### src/rtl/itch_byte_decoder.sv
// itch_byte_decoder: byte-serial ITCH 5.0 parser feeding the order-book engine.
// Consumes length-prefixed messages one byte per cycle, extracts the fields of
// book-affecting messages and emits one registered instruction per message
// under a valid/ready handshake. Unsupported types are skipped; broken framing
// is counted and the parser resynchronises on the next length prefix.

package itch_byte_decoder_pkg;

  typedef enum logic [2:0] {
    OP_NOP     = 3'd0,
    OP_ADD     = 3'd1,
    OP_EXEC    = 3'd2,
    OP_CANCEL  = 3'd3,
    OP_DELETE  = 3'd4,
    OP_REPLACE = 3'd5
  } opcode_t;

  typedef enum logic {
    SIDE_BID = 1'b0,
    SIDE_ASK = 1'b1
  } side_t;

  typedef struct packed {
    opcode_t     opcode;
    logic        valid;
    logic [63:0] timestamp;
    side_t       side;
    logic [47:0] order_id;
    logic [47:0] price;
    logic [31:0] quantity;
    logic [47:0] new_order_id;
    logic        last_in_bundle;
  } instr_t;

  // ITCH message type bytes this decoder understands.
  localparam logic [7:0] T_ADD      = 8'h41; // 'A'
  localparam logic [7:0] T_ADD_MPID = 8'h46; // 'F'
  localparam logic [7:0] T_EXEC     = 8'h45; // 'E'
  localparam logic [7:0] T_CANCEL   = 8'h58; // 'X'
  localparam logic [7:0] T_DELETE   = 8'h44; // 'D'
  localparam logic [7:0] T_REPLACE  = 8'h55; // 'U'

  localparam logic [7:0] SIDE_CHAR_BID = 8'h42; // 'B'
  localparam logic [7:0] SIDE_CHAR_ASK = 8'h53; // 'S'

endpackage

module itch_byte_decoder
  import itch_byte_decoder_pkg::*;
#(
  parameter int MIN_LEN_CHECK = 1,
  parameter int CNT_W         = 16
) (
  input  logic             clk,
  input  logic             rstn,
  input  logic             in_tvalid,
  output logic             in_tready,
  input  logic [7:0]       in_tdata,
  input  logic             in_tlast,
  output logic             out_v,
  input  logic             out_r,
  output logic [2:0]       out_opcode,
  output logic             out_valid,
  output logic [63:0]      out_timestamp,
  output logic             out_side,
  output logic [47:0]      out_order_id,
  output logic [47:0]      out_price,
  output logic [31:0]      out_quantity,
  output logic [47:0]      out_new_order_id,
  output logic             out_last_in_bundle,
  output logic [31:0]      msg_count,
  output logic [CNT_W-1:0] drop_count,
  output logic [CNT_W-1:0] err_count
);

  typedef enum logic [2:0] {
    LEN_HI = 3'd0,
    LEN_LO = 3'd1,
    BODY   = 3'd2,
    SKIP   = 3'd3,
    HOLD   = 3'd4
  } state_t;

  // Opcode for a type byte; OP_NOP marks an unsupported type.
  function automatic opcode_t type_to_op(input logic [7:0] t);
    case (t)
      T_ADD, T_ADD_MPID: return OP_ADD;
      T_EXEC:            return OP_EXEC;
      T_CANCEL:          return OP_CANCEL;
      T_DELETE:          return OP_DELETE;
      T_REPLACE:         return OP_REPLACE;
      default:           return OP_NOP;
    endcase
  endfunction

  // Smallest declared length that still covers every field we parse.
  function automatic logic [15:0] type_min_len(input logic [7:0] t);
    case (t)
      T_ADD, T_ADD_MPID: return 16'd36;
      T_EXEC:            return 16'd31;
      T_CANCEL:          return 16'd23;
      T_DELETE:          return 16'd19;
      T_REPLACE:         return 16'd35;
      default:           return 16'd0;
    endcase
  endfunction

  function automatic logic in_rng(input logic [15:0] i, input int lo, input int hi);
    return (int'(i) >= lo) && (int'(i) <= hi);
  endfunction

  // Shift one body byte into whichever field owns its offset. Capture fields
  // start from zero, so shifting big-endian bytes in leaves the value
  // zero-extended, and wide references keep only their low 48 bits.
  function automatic instr_t capture(input instr_t c, input logic [7:0] t,
                                     input logic [15:0] i, input logic [7:0] b);
    instr_t r;
    r = c;
    if (in_rng(i, 5, 10))  r.timestamp = {16'h0, c.timestamp[39:0], b};
    if (in_rng(i, 11, 18)) r.order_id  = {c.order_id[39:0], b};
    case (t)
      T_ADD, T_ADD_MPID: begin
        if (i == 16'd19)       r.side     = (b == SIDE_CHAR_ASK) ? SIDE_ASK : SIDE_BID;
        if (in_rng(i, 20, 23)) r.quantity = {c.quantity[23:0], b};
        if (in_rng(i, 32, 35)) r.price    = {c.price[39:0], b};
      end
      T_EXEC, T_CANCEL: begin
        if (in_rng(i, 19, 22)) r.quantity = {c.quantity[23:0], b};
      end
      T_REPLACE: begin
        if (in_rng(i, 19, 26)) r.new_order_id = {c.new_order_id[39:0], b};
        if (in_rng(i, 27, 30)) r.quantity     = {c.quantity[23:0], b};
        if (in_rng(i, 31, 34)) r.price        = {c.price[39:0], b};
      end
      default: ;
    endcase
    return r;
  endfunction

  state_t      state_q, state_d;
  logic [15:0] len_q, len_d;
  logic [15:0] idx_q, idx_d;
  logic [7:0]  type_q, type_d;
  logic        bad_side_q, bad_side_d;
  instr_t      cap_q, cap_d;
  instr_t      out_q, out_d;
  logic        out_v_q, out_v_d;

  logic [31:0]      msg_q;
  logic [CNT_W-1:0] drop_q, err_q;
  logic             drop_inc, err_inc;

  logic        byte_ok;
  logic        can_write;
  logic        is_final;
  logic [7:0]  cur_type;
  opcode_t     cur_op;
  logic        cur_af;
  logic        emit;
  instr_t      emit_word;
  instr_t      nop_last;

  assign byte_ok   = in_tvalid && (state_q != HOLD);
  assign can_write = !out_v_q || out_r;
  assign is_final  = (idx_q == (len_q - 16'd1));
  // Body byte 0 is the type; after that the latched copy is authoritative.
  assign cur_type  = (idx_q == 16'd0) ? in_tdata : type_q;
  assign cur_op    = type_to_op(cur_type);
  assign cur_af    = (cur_type == T_ADD) || (cur_type == T_ADD_MPID);

  // Bundle-close marker for a packet whose final message produced nothing.
  always_comb begin
    nop_last                = '0;
    nop_last.last_in_bundle = 1'b1;
  end

  // Next-state, field capture, counter events and output-register write.
  // NOTE: every variable driven here gets a default first, so no path can infer a latch.
  always_comb begin
    state_d    = state_q;
    len_d      = len_q;
    idx_d      = idx_q;
    type_d     = type_q;
    bad_side_d = bad_side_q;
    cap_d      = cap_q;
    out_d      = out_q;
    out_v_d    = out_v_q;
    drop_inc   = 1'b0;
    err_inc    = 1'b0;
    emit       = 1'b0;
    emit_word  = '0;

    if (out_v_q && out_r) out_v_d = 1'b0;

    case (state_q)
      LEN_HI: begin
        if (byte_ok) begin
          len_d = {in_tdata, len_q[7:0]};
          if (in_tlast) begin
            err_inc   = 1'b1;
            emit      = 1'b1;
            emit_word = nop_last;
          end else begin
            state_d = LEN_LO;
          end
        end
      end

      LEN_LO: begin
        if (byte_ok) begin
          len_d = {len_q[15:8], in_tdata};
          if (in_tlast) begin
            err_inc   = 1'b1;
            emit      = 1'b1;
            emit_word = nop_last;
          end else if ({len_q[15:8], in_tdata} == 16'd0) begin
            err_inc = 1'b1;
            state_d = LEN_HI;
          end else begin
            state_d    = BODY;
            idx_d      = '0;
            type_d     = '0;
            bad_side_d = 1'b0;
            cap_d      = '0;
          end
        end
      end

      BODY: begin
        if (byte_ok) begin
          idx_d = idx_q + 16'd1;
          if (idx_q == 16'd0) type_d = in_tdata;
          cap_d = capture(cap_q, cur_type, idx_q, in_tdata);
          if (cur_af && (idx_q == 16'd19) &&
              (in_tdata != SIDE_CHAR_BID) && (in_tdata != SIDE_CHAR_ASK))
            bad_side_d = 1'b1;

          if (in_tlast && !is_final) begin
            // Packet ended inside the message: drop the partial instruction.
            err_inc   = 1'b1;
            emit      = 1'b1;
            emit_word = nop_last;
          end else if (cur_op == OP_NOP) begin
            drop_inc = 1'b1;
            if (is_final) begin
              if (in_tlast) begin
                emit      = 1'b1;
                emit_word = nop_last;
              end else begin
                state_d = LEN_HI;
              end
            end else begin
              state_d = SKIP;
            end
          end else if (is_final) begin
            if (bad_side_d ||
                ((MIN_LEN_CHECK != 0) && (len_q < type_min_len(cur_type)))) begin
              err_inc = 1'b1;
              if (in_tlast) begin
                emit      = 1'b1;
                emit_word = nop_last;
              end else begin
                state_d = LEN_HI;
              end
            end else begin
              emit                     = 1'b1;
              emit_word                = cap_d;
              emit_word.opcode         = cur_op;
              emit_word.valid          = 1'b1;
              emit_word.last_in_bundle = in_tlast;
            end
          end
        end
      end

      SKIP: begin
        if (byte_ok) begin
          idx_d = idx_q + 16'd1;
          if (in_tlast) begin
            if (!is_final) err_inc = 1'b1;
            emit      = 1'b1;
            emit_word = nop_last;
          end else if (is_final) begin
            state_d = LEN_HI;
          end
        end
      end

      HOLD: begin
        // The pending instruction waits in the capture register.
        if (can_write) begin
          out_d   = cap_q;
          out_v_d = 1'b1;
          state_d = LEN_HI;
        end
      end

      default: state_d = LEN_HI;
    endcase

    if (emit) begin
      cap_d = emit_word;
      if (can_write) begin
        out_d   = emit_word;
        out_v_d = 1'b1;
        state_d = LEN_HI;
      end else begin
        state_d = HOLD;
      end
    end
  end

  // Parser state, capture and output registers.
  // NOTE: sequential state uses non-blocking assignments so every register samples pre-edge values.
  always_ff @(posedge clk or negedge rstn) begin
    if (!rstn) begin
      state_q    <= LEN_HI;
      len_q      <= '0;
      idx_q      <= '0;
      type_q     <= '0;
      bad_side_q <= 1'b0;
      cap_q      <= '0;
      out_q      <= '0;
      out_v_q    <= 1'b0;
    end else begin
      state_q    <= state_d;
      len_q      <= len_d;
      idx_q      <= idx_d;
      type_q     <= type_d;
      bad_side_q <= bad_side_d;
      cap_q      <= cap_d;
      out_q      <= out_d;
      out_v_q    <= out_v_d;
    end
  end

  // Saturating statistics counters.
  always_ff @(posedge clk or negedge rstn) begin
    if (!rstn) begin
      msg_q  <= '0;
      drop_q <= '0;
      err_q  <= '0;
    end else begin
      if (out_v_q && out_r && out_q.valid && (msg_q != '1)) msg_q <= msg_q + 32'd1;
      if (drop_inc && (drop_q != '1)) drop_q <= drop_q + CNT_W'(1);
      if (err_inc && (err_q != '1))   err_q  <= err_q + CNT_W'(1);
    end
  end

  assign in_tready          = (state_q != HOLD);
  assign out_v              = out_v_q;
  assign out_opcode         = out_q.opcode;
  assign out_valid          = out_q.valid;
  assign out_timestamp      = out_q.timestamp;
  assign out_side           = out_q.side;
  assign out_order_id       = out_q.order_id;
  assign out_price          = out_q.price;
  assign out_quantity       = out_q.quantity;
  assign out_new_order_id   = out_q.new_order_id;
  assign out_last_in_bundle = out_q.last_in_bundle;
  assign msg_count          = msg_q;
  assign drop_count         = drop_q;
  assign err_count          = err_q;

endmodule

### config.mk
export PLATFORM = sky130hd
export DESIGN_NAME = itch_byte_decoder
export DESIGN_NICKNAME = d
export VERILOG_FILES = /design/src/rtl/itch_byte_decoder.sv
export SDC_FILE = /design/constraint.sdc
export NUM_CORES = 1
export LEC_CHECK = 0
export BUFFER_PORTS_ARGS = -buffer_cell sky130_fd_sc_hd__buf_2
export CAP_MARGIN = 30
export CORE_UTILIZATION = 48
export CTS_CLUSTER_DIAMETER = 60
export DETAILED_ROUTE_END_ITERATION = 12
export PLACE_DENSITY = 0.7
export SLEW_MARGIN = 20
export SYNTH_ARGS = -nofsm -noshare
export SYNTH_HDL_FRONTEND = slang
export SYNTH_SLANG_ARGS = --single-unit
### constraint.sdc
create_clock -name clk -period 4.41 [get_ports clk]
set_input_delay 0.882 -clock clk [delete_from_list [all_inputs] [get_ports clk]]
set_output_delay 0.882 -clock clk [all_outputs]
set_load 0.05 [all_outputs]
==> metrics.md, run 1 <==
| Metric | Value |
|---|---|
| Area Overhead vs Synth | 20.6% |
| Worst-Margin Slew | 981 ps |
| Relative slew slack | 34.6% |
| Largest cells by area after synthesis | dfrtp_1, mux2i_1, nand2_1, a22o_1, a21oi_1 |
| WL/cell | 20.7 um |
| Critical path launch point type | primary input |
| Clock sinks | 601 |
| Status | finished clean |
| Post-synth EDFFs | 0 |
| Clock Power Share | 34.5% |
| Metal3 WL | 4.48 mm |
| ANT nets after route | 0 |
| Sequential cell area fraction in the yosys report | 51.0% |
| Clk slew on worst S/H paths | 60 ps |
| Final core occ | 58.8% |
| Max Cap Viol | 0 |
| CTS HTree Levels | 3 |
| Yosys top cell area share | 51.0% |
| TritonRoute pass-1 iters | 6 |
| Synth cell types | 76 |
| Wl on met1 | 37.3 mm |
| Final min period | 4240 ps |
| CTS Hold Bufs | 0 |
| Pwr Density | 497 mW/mm^2 |
| CP required | 4890 ps |
| Final hold violations | 0 |
| Post-Syn Area | 0.0295 sq mm |
| CTS Buffer Depth | 3 |
| Switching Fraction | 35.8% |
| Starting Density | 48.7% |
| Synthesized instance count | 2905 |
| Antenna violations before repair | 4 |
| Post-layout net count | 3271 |
| Residual DRC count | 0 |
| Setup crit end kind | flop |
| Part of the power in registers | 36.9% |
| Yosys warns | 0 |
| Top_reg_cell synth | dfrtp_1 |
| Max Fclk | 236 MHz |
| Total negative slack | 0 ps |
| Number of global-route vias before repair | 23400 |
| Total core area | 0.0605 sq mm |
| Post-synth top cells | dfrtp_1, nand2_1, a21oi_1, mux2i_1, a22o_1 |
| Crit path from | in_tdata[5] |
| Port Buf Inserts | 324 |
| CTS tree | done |
| Die X | 250 um |
| DR top layer | met5 |
| Reg-to-Reg End | cap_q[201] |
| Die height | 250 um |
| Leakage | 18.3 nW |
| Site Rows | 90 |
| Most frequent cell after synthesis | dfrtp_1 |
| Initial DRC count | 2169 |
| Internal power | 11.3 mW |
| GPL Wtd Cong | 0.893 |
| Vias post-DR | 24000 |
| Worst min path class | in -> async |
| Worst setup path end | cap_q[144] |
| Mean Syn Cell Area | 10.1 sq um |
| Worst-skew pair later-pin latency | 610 ps |
| Logic pwr share | 28.6% |
| VDD IR max | 0.343 mV |
| FF+latch count, synth | 601 |
| Setup violations, final | 0 |
| Async SR Flop Fraction | 100% |
| Worst EP arrival | 4720 ps |
| Total grt overflow | 0 |
| DR WL met2 | 39.8 mm |
| WS Path Type | in -> reg |
| RSZ-0062 raised after global routing | false |
| GRT Util Overall | 26.9% |
| P_sw | 6.32 mW |
| First-pass GRT wire length | 134 mm |
| Setup Skew | 21.8 ps |
| DP Wirelength | 55.4 mm |
| Reg2Reg Setup Slack | 220 ps |
| Post-Route WL | 84.5 mm |
| Dominant cell type by area after synthesis | dfrtp_1 |
| Number of fill cells | 4981 |
| R2R depth | 18 |
| Clock root cell | clkbuf_16 |
| Largest net degree at the start of global routing | 112 |
| Syn_nets | 2931 |
| Share of cells above drive strength 1 | 24.1% |
| Pins Over Slew Limit | 0 |
| Total die area | 0.0624 sq mm |
| Period utilization | 96.3% |
| I/O Pins | 325 |
| CP Max Fanout | 18 |
| Reg2reg start | idx_q[1] |
| CTS Buf Count | 70 |
| Via density | 5.88 |
[metal layers]
metal / GRT usage (%) / vias to the layer above
met5: 0 / -
met4: 10.8 / 2
met3: 4.22 / 163
met2: 41.8 / 741
met1: 37.7 / 12000
li1: - / 11100
[worst min path at each step]
stage                      start           endpoint  slack, ps  cells after the start
floorplan             bad_side_q         bad_side_q        450                      2
global placement    msg_count[7]       msg_count[7]        470                      1
detailed placement    cap_q[230]  out_timestamp[52]        470                      1
CTS                         rstn       err_count[1]        390                      1
global route                rstn      err_count[15]        400                      1
finish                      rstn      err_count[15]        320                      1
[cells by family (layout without fill, tap and decap cells)]
| group | Yosys count | in the layout | synth area share (%) |
|---|---|---|---|
| flops | 601 | 601 | 51.0 |
| compound gates | 785 | 785 | 16.9 |
| simple gates | 849 | 850 | 13.9 |
| buf+inv | 254 | 646 | 3.87 |
| mux | 308 | 308 | 11.0 |
| fa+ha+maj | 13 | 13 | 0.552 |
| xor+xnor | 95 | 95 | 2.82 |
| other cells | 0 | 2 | 0 |
[placed cells by master, fill, tap and decap left out, types with 24 or more instances in the layout]
master	n
a31oi_1	54
and3_1	28
a31o_2	24
xnor2_1	62
xor2_1	33
a22o_1	193
mux2i_1	194
or3_1	56
o21ai_0	124
nand4_1	28
a21oi_1	336
nor2_1	64
buf_4	126
nor3_1	25
nand2_1	452
buf_2	323
dfrtp_1	601
nor2b_1	59
nand3_1	37
mux2_2	112
buf_12	43
clkbuf_16	72
[metrics by stage]
step / power [mW] / worst slack [ps] / hold WS (ps) / instances / area, sq um
after global routing: 18.3 / 2.04 / 397 / 4082 / 35500
after CTS: 17.7 / 41.9 / 391 / 4078 / 35400
after detailed placement: 11.5 / -463 / 475 / 3951 / 33000
final: 17.6 / 165 / 320 / 4082 / 35500
after floorplan: 9.88 / 11.9 / 451 / 2905 / 29500
after global placement: 11.5 / -563 / 466 / 3949 / 32900
[state kept, by name (all words and copies together) (netlist names)]
name / flops
cap_q: 246
out_quantity: 32
out_order_id: 48
bad_side_q: 1
len_q: 16
msg_count: 32
out_price: 48
err_count: 16
out_last_in_bundle: 1
out_timestamp: 64
state_q: 3
out_valid: 1
out_opcode: 3
drop_count: 16
type_q: 8
out_v: 1
out_side: 1
idx_q: 16
out_new_order_id: 48
[final cells by class]
class / count / area [sq um] / area share, %
diodes: 2 / 5.00 / 0.0141
clock buffers: 103 / 2100 / 5.90
clock inverters: 22 / 347 / 0.975
inverters: 22 / 82.6 / 0.232
multi-input cells: 2051 / 13400 / 37.8
flip-flops and latches: 601 / 15000 / 42.3
well taps: 782 / 978 / 2.75
repair buffers: 499 / 3540 / 9.95
[worst max-delay path, cell delays in order]
cell and delay [ps]:
buf_2 120, or4_4 570, or4b_4 510, nand3_2 90, o31ai_2 70, ha_1 300, a21oi_1 140, o21a_1 130
and4_1 190, nand3_1 100, and3_1 190, nor3b_2 160, o211ai_1 310, buf_4 240, buf_4 170, o21ai_4 100
buf_12 200, a22o_1 230
[power groups by stage]
stage | clock network, mW | registers [mW] | logic [mW]
after floorplan | 0 | 7.73 | 2.15
after global placement | 0 | 6.57 | 4.89
after detailed placement | 0 | 6.60 | 4.95
after CTS | 6.19 | 6.50 | 4.97
after global routing | 6.41 | 6.58 | 5.36
final | 6.08 | 6.51 | 5.05
[repair_timing]
action	in CTS	in global routing
setup buffers	1	1
resized for setup	0	11
endpoints found under the setup margin	63	502
gates cloned	1	1
pin swaps	2	3
Note: power is estimated with default switching activity, not from simulation.
==> run 2, diff against run 1 <==
--- a/config.mk
+++ b/config.mk
@@ -7,10 +7,10 @@
 export LEC_CHECK = 0
 export BUFFER_PORTS_ARGS = -buffer_cell sky130_fd_sc_hd__buf_2
 export CAP_MARGIN = 30
-export CORE_UTILIZATION = 48
+export CORE_UTILIZATION = 40
 export CTS_CLUSTER_DIAMETER = 60
 export DETAILED_ROUTE_END_ITERATION = 12
-export PLACE_DENSITY = 0.7
+export SETUP_SLACK_MARGIN = 0.15
 export SLEW_MARGIN = 20
 export SYNTH_ARGS = -nofsm -noshare
 export SYNTH_HDL_FRONTEND = slang
==> run 2 against run 1 <==
  * Clock-buffer cell count increased by 3
  * Critical endpoint is now out_price[13]
  * Clock skew grew 17 ps
  * Sequential power barely moved
  * Via count decreased by 0.21%
  * Flip-flop and latch count stayed put
==> metrics.md, run 2 (synthesis gave the netlist of run 1 again) <==
| Metric | Value |
|---|---|
| Worst EP arrival | 4700 ps (was 4720 ps) |
| Most frequent cells in the layout | dfrtp_1, nand2_1, buf_2 (was dfrtp_1, nand2_1, a21oi_1) |
| Cell Count, Final, Fillers Out | 4265 (was 4082) |
| CTS tree | done (unchanged) |
| Setup crit end kind | flop (unchanged) |
| Residual DRC count | 0 (unchanged) |
| WL/cell | 20.9 um (was 20.7 um) |
| Largest net degree at the start of global routing | 102 (was 112) |
| Critical path launch point type | flop (was primary input) |
| Crit-path cells | nor4_4 > buf_4 > and4_4 > mux2_4 > nor2b_1 > ha_1 > nand2_1 > o21a_1 > and4_1 > nand3_1 > nand4_1 > or4b_4 > nand2_4 > nand2_8 > clkbuf_16 > or3_1 > o21ai_0 (was buf_2 > or4_4 > or4b_4 > nand3_2 > o31ai_2 > ha_1 > a21oi_1 > o21a_1 > and4_1 > nand3_1 > and3_1 > nor3b_2 > o211ai_1 > buf_4 > buf_4 > o21ai_4 > buf_12 > a22o_1) |
| Worst min path class | in -> async (unchanged) |
| Part of the power in registers | 36.5% (was 36.9%) |
| P_sw | 6.42 mW (was 6.32 mW) |
| GPL Wtd Cong | 0.891 (was 0.893) |
| ANT nets after route | 0 (unchanged) |
| Clock sinks | 601 (unchanged) |
| R2R depth | 17 (was 18) |
| RSZ-0062 raised after global routing | true (was false) |
| Area Overhead vs Synth | 23.1% (was 20.6%) |
| Relative slew slack | 34.6% (about the same) |
| Total negative slack | 0 ps (unchanged) |
| CTS Buffer Depth | 3 (unchanged) |
| TritonRoute pass-1 iters | 6 (unchanged) |
| Final hold violations | 0 (unchanged) |
| Max Cap Viol | 0 (unchanged) |
| Worst-skew pair later-pin latency | 620 ps (was 610 ps) |
| Area occupied by multi-input gates | 0.0136 sq mm (was 0.0134 sq mm) |
| FF/Latch Area | 0.0150 sq mm (about the same) |
| Total die area | 0.0748 sq mm (was 0.0624 sq mm) |
| Share of cells above drive strength 1 | 24.9% (was 24.1%) |
| CP required | 4940 ps (was 4890 ps) |
| Vias post-DR | 24000 (about the same) |
| DP Wirelength | 58.1 mm (was 55.4 mm) |
| Max Fclk | 240 MHz (was 236 MHz) |
| Post-layout net count | 3272 (was 3271) |
| Antenna violations before repair | 3 (was 4) |
| I/O Pins | 325 (unchanged) |
| Port Buf Inserts | 324 (unchanged) |
| Top reg by flops | cap_q (unchanged) |
| Number of fill cells | 6515 (was 4981) |
| Clock root cell | clkbuf_16 (unchanged) |
| Max reg flops | 246 (unchanged) |
| Worst-Margin Slew | 972 ps (was 981 ps) |
| Pins Over Slew Limit | 0 (unchanged) |
| Total core area | 0.0730 sq mm (was 0.0605 sq mm) |
| CTS HTree Levels | 3 (unchanged) |
| Slowest-stage cell, CP | or4b_4 (was or4_4) |
| VDD IR max | 0.290 mV (was 0.343 mV) |
| Starting Density | 40.4% (was 48.7%) |
| CP Max Fanout | 24 (was 18) |
| Post-Route WL | 89.1 mm (was 84.5 mm) |
| CTS Buf Count | 73 (was 70) |
| Most common cell after layout, fill and taps aside | dfrtp_1 (unchanged) |
| CTS Hold Bufs | 0 (unchanged) |
| Inst Count DP | 4114 (was 3951) |
| Setup Skew | 38.7 ps (was 21.8 ps) |
| Pwr Density | 493 mW/mm^2 (was 497 mW/mm^2) |
| Final Cell Area | 0.0363 sq mm (was 0.0355 sq mm) |
| Via density | 5.62 (was 5.88) |
| Period utilization | 94.5% (was 96.3%) |
| Status | finished clean (unchanged) |
| DP Area | 0.0333 sq mm (was 0.0330 sq mm) |
| Initial DRC count | 1981 (was 2169) |
| Clock Power Share | 34.6% (was 34.5%) |
| WS Path Type | reg -> reg (was in -> reg) |
| Logic pwr share | 28.8% (was 28.6%) |
| Reg2Reg Setup Slack | 240 ps (was 220 ps) |
| First-pass GRT wire length | 139 mm (was 134 mm) |
| Final min period | 4170 ps (was 4240 ps) |
| Setup violations, final | 0 (unchanged) |
| Slowest stage delay, CP | 620 ps (was 570 ps) |
| Overall Power | 17.9 mW (was 17.6 mW) |
| Die height | 273 um (was 250 um) |
| Site Rows | 99 (was 90) |
| Leakage | 18.4 nW (was 18.3 nW) |
| Total grt overflow | 0 (unchanged) |
| Switching Fraction | 35.9% (was 35.8%) |
| Internal power | 11.5 mW (was 11.3 mW) |
| Clk slew on worst S/H paths | 60 ps (about the same) |
| Die X | 273 um (was 250 um) |
| GRT Util Overall | 23.3% (was 26.9%) |
| Number of global-route vias before repair | 23600 (was 23400) |
[run 2: cell types whose count changed in the layout (fill, tap and decap cells not counted), moves of 5 or more]
cell,delta
o21ai_0,-27
o21ai_1,+27
buf_4,-24
a21oi_1,-21
a21oi_2,+21
buf_12,+13
clkbuf_16,+12
clkbuf_8,-7
clkinv_2,+6
clkbuf_1,+5
[run 2: worst max-delay path: cells and delay by family, from the launching register on]
kind,cells,cell delay (ps)
compound gates,2,260
simple gates,11,2340
flops,1,410
fa+ha+maj,1,290
mux,1,330
buf+inv,2,440
[run 2: metrics by stage]
stage | hold WS, ps | worst slack, ps | utilization (%)
after detailed placement | 474 | -295 | 45.6
after global placement | 467 | -236 | 45.6
final | 383 | 242 | 49.7
after floorplan | 451 | 68.9 | -
after global routing | 437 | 87.7 | 49.7
after CTS | 404 | 179 | 49.1
[run 2: what timing repair did]
item                       in CTS  in global routing
resized for setup               4                 45
gates cloned                    1                  9
setup buffers                   0                  6
pin swaps                       0                  5
setup endpoints to repair      82                484
[run 2: layer usage]
metal | vias up | global-route usage [%] | share of wire [%]
met1 | 12100 | 31.3 | 44
met3 | 128 | 3.58 | 4.7
met4 | 2 | 6.53 | 2.4
li1 | 11100 | - | -
met5 | - | 0 | 0.015
met2 | 636 | 38.9 | 49
[run 2: cell type report]
type	instances	area share, %
clock inverter	27	0.980
inverter	22	0.228
tap	959	3.31
clock buffer	106	5.91
antenna	2	0.0138
multi-input combinational	2050	37.4
sequential	601	41.5
timing repair buffer	498	10.6
[run 2: power by group through the flow]
stage / clock, mW / combinational [mW] / sequential, mW
3_3_place_gp: 0 / 4.87 / 6.60
2_1_floorplan: 0 / 2.16 / 7.73
5_1_grt: 6.56 / 5.50 / 6.61
3_5_place_dp: 0 / 4.93 / 6.63
6_report: 6.20 / 5.16 / 6.54
4_1_cts: 6.32 / 4.98 / 6.53
[run 2: path summary, 6_finish.rpt]
check / start / end
min reg2reg: cap_q[234] / out_timestamp[56]
min: rstn / cap_q[40]
max in group asynchronous: rstn / msg_count[20]
max reg2reg: idx_q[12] / out_price[13]
max: idx_q[12] / out_price[13]
min in group clk: cap_q[234] / out_timestamp[56]
==> run 3, diff against run 2 <==
--- a/config.mk
+++ b/config.mk
@@ -7,9 +7,12 @@
 export LEC_CHECK = 0
 export BUFFER_PORTS_ARGS = -buffer_cell sky130_fd_sc_hd__buf_2
 export CAP_MARGIN = 30
-export CORE_UTILIZATION = 40
+export CELL_PAD_IN_SITES_DETAIL_PLACEMENT = 2
+export CELL_PAD_IN_SITES_GLOBAL_PLACEMENT = 2
+export CORE_UTILIZATION = 34
 export CTS_CLUSTER_DIAMETER = 60
 export DETAILED_ROUTE_END_ITERATION = 12
+export PLACE_DENSITY_LB_ADDON = 0.1
 export SETUP_SLACK_MARGIN = 0.15
 export SLEW_MARGIN = 20
 export SYNTH_ARGS = -nofsm -noshare
==> run 3 against run 2 <==
  * Setup slack got worse by 130 ps
  * Wire length rose by 22%
  * Register-to-register slack got worse by 80 ps
  * Clock skew fell by 1.9 ps
  * Global-route usage rose by 0.86 points
  * Via count rose by 2.9%
  * Clock power rose by 5.3%
  * Core utilization fell by 6.7 points
  * Sequential share of layout area fell by 0.64 points
  * Critical path type is now in -> reg
  * Highest routed layer is now met4
==> metrics.md, run 3 (synthesis gave the netlist of run 1 again) <==
| Metric | Value |
|---|---|
| WL/cell | 24.2 um (was 20.9 um) |
| Post-Route WL | 109 mm (was 89.1 mm) |
| Area occupied by multi-input gates | 0.0136 sq mm (about the same) |
| Worst EP arrival | 4770 ps (was 4700 ps) |
| CTS Buf Count | 79 (was 73) |
| Total die area | 0.0878 sq mm (was 0.0748 sq mm) |
| DP Wirelength | 71.0 mm (was 58.1 mm) |
| Number of fill cells | 8944 (was 6515) |
| Die X | 296 um (was 273 um) |
| Relative slew slack | 42.6% (was 34.6%) |
| Starting Density | 34.4% (was 40.4%) |
| Final hold violations | 0 (unchanged) |
| Antenna violations before repair | 2 (was 3) |
| Max reg flops | 246 (unchanged) |
| Max Fclk | 233 MHz (was 240 MHz) |
| Setup violations, final | 0 (unchanged) |
| Port Buf Inserts | 324 (unchanged) |
| Hold WS | 289 ps (was 383 ps) |
| Worst-Margin Slew | 853 ps (was 972 ps) |
| Period utilization | 97.5% (was 94.5%) |
| CTS Buffer Depth | 3 (unchanged) |
| Residual DRC count | 0 (unchanged) |
| Max Cap Viol | 0 (unchanged) |
| Total grt overflow | 0 (unchanged) |
| Most common cell after layout, fill and taps aside | dfrtp_1 (unchanged) |
| Leakage | 18.6 nW (was 18.4 nW) |
| Most frequent cells in the layout | dfrtp_1, nand2_1, a21oi_1 (was dfrtp_1, nand2_1, buf_2) |
| CTS HTree Levels | 3 (unchanged) |
| Initial DRC count | 1190 (was 1981) |
| VDD IR max | 0.316 mV (was 0.290 mV) |
| CTS tree | done (unchanged) |
| Largest net degree at the start of global routing | 131 (was 102) |
| Pwr Density | 502 mW/mm^2 (was 493 mW/mm^2) |
| First-pass GRT wire length | 166 mm (was 139 mm) |
| Worst min path class | in -> async (unchanged) |
| TritonRoute pass-1 iters | 5 (was 6) |
| Post-layout net count | 3299 (was 3272) |
| Number of global-route vias before repair | 27400 (was 23600) |
| I/O Pins | 325 (unchanged) |
| Clock root cell | clkbuf_16 (unchanged) |
| Top reg by flops | cap_q (unchanged) |
| Final core occ | 43.0% (was 49.7%) |
| RSZ-0062 raised after global routing | true (unchanged) |
| Overall Power | 18.5 mW (was 17.9 mW) |
| FF/Latch Area | 0.0150 sq mm (about the same) |
| WS Path Type | in -> reg (was reg -> reg) |
| CP required | 4880 ps (was 4940 ps) |
| Antenna Cells | 0 (was 2) |
| Site Rows | 107 (was 99) |
| CTS Hold Bufs | 0 (unchanged) |
| Area Overhead vs Synth | 25.0% (was 23.1%) |
| Via density | 5.51 (was 5.62) |
| Clock sinks | 601 (unchanged) |
| Critical path launch point type | primary input (was flop) |
| Clk slew on worst S/H paths | 60 ps (about the same) |
| Total core area | 0.0855 sq mm (was 0.0730 sq mm) |
| Crit path from | in_tdata[5] (was idx_q[12]) |
| Status | finished clean (unchanged) |
| Reg2reg start | idx_q[1] (was idx_q[12]) |
| Die height | 296 um (was 273 um) |
| CP Max Fanout | 130 (was 24) |
| Worst-skew pair later-pin latency | 630 ps (was 620 ps) |
| Share of cells above drive strength 1 | 25.4% (was 24.9%) |
| ANT nets after route | 0 (unchanged) |
| Setup crit end kind | flop (unchanged) |
| Final min period | 4300 ps (was 4170 ps) |
| Setup Skew | 36.7 ps (was 38.7 ps) |
| GPL Wtd Cong | 0.842 (was 0.891) |
| GRT Util Overall | 24.1% (was 23.3%) |
| Total negative slack | 0 ps (unchanged) |
| Pins Over Slew Limit | 0 (unchanged) |
| Vias post-DR | 24700 (was 24000) |
## run 3: cell types whose count changed in the layout (fill, tap and decap cells not counted), moves of 3 or more
| cell | delta |
|---|---|
| buf_4 | +17 |
| buf_12 | +3 |
| a21oi_2 | -14 |
| clkbuf_16 | +4 |
| clkbuf_8 | +6 |
| a21oi_1 | +14 |
## run 3: critical path: stages
cell and delay, ps:
clkbuf_4 160, or4_4 580, nor4b_4 390, nor3_2 100
nor2_2 140, nor2b_1 70, ha_1 290, nand2_1 70
o21a_1 180, and4_1 170, nand3_2 80, nand4_1 110
or4b_4 550, nand2_4 130, nand2_8 80, buf_12 250
a21oi_1 300, a21oi_1 80
## run 3: per-stage QoR
step,std cells,setup WS (ps),cell area [sq um]
global placement,4315,-365,33600
global route,4479,74.2,36800
CTS,4462,161,36400
finish,4479,111,36800
floorplan,2905,68.9,29600
detailed placement,4315,-577,33600
## run 3: cell type report
type / instances / share of cell area (%)
clock inverters: 29 / 0.877
flip-flops and latches: 601 / 40.8
well taps: 1144 / 3.89
multi-input cells: 2050 / 36.8
repair buffers: 519 / 11.0
clock buffers: 114 / 6.30
inverters: 22 / 0.224
## run 3: routing by layer
metal	wire length (um)	share of wire (%)	global-route usage [%]
met1	47300	44	31.2
met2	55000	51	42.0
met4	2170	2.0	5.80
met5	0	0	0
met3	4060	3.7	3.82
## run 3: worst paths after layout
check / end / slack [ps] / depth (start not counted)
worst max-delay path: out_order_id[34] / 110 / 18
worst min-delay path: err_count[14] / 290 / 1
worst max register to register: out_order_id[34] / 160 / 18
worst min register to register: out_timestamp[55] / 480 / 1
max in group asynchronous: cap_q[196] / 3060 / 2
min in group clk: out_timestamp[55] / 480 / 1
## run 3: power by group
group          leakage, nW  switching (mW)  internal, mW  total [mW]
combinational         9.31            3.63          1.73        5.36
clock                 1.30            2.62          3.91        6.53
sequential            8.03           0.564          6.02        6.59
## run 3: repair_timing
action	in CTS	in global routing
endpoints found under the setup margin	323	496
pin swaps	1	8
gates cloned	2	8
buffers inserted	2	9
gates resized for setup	16	27
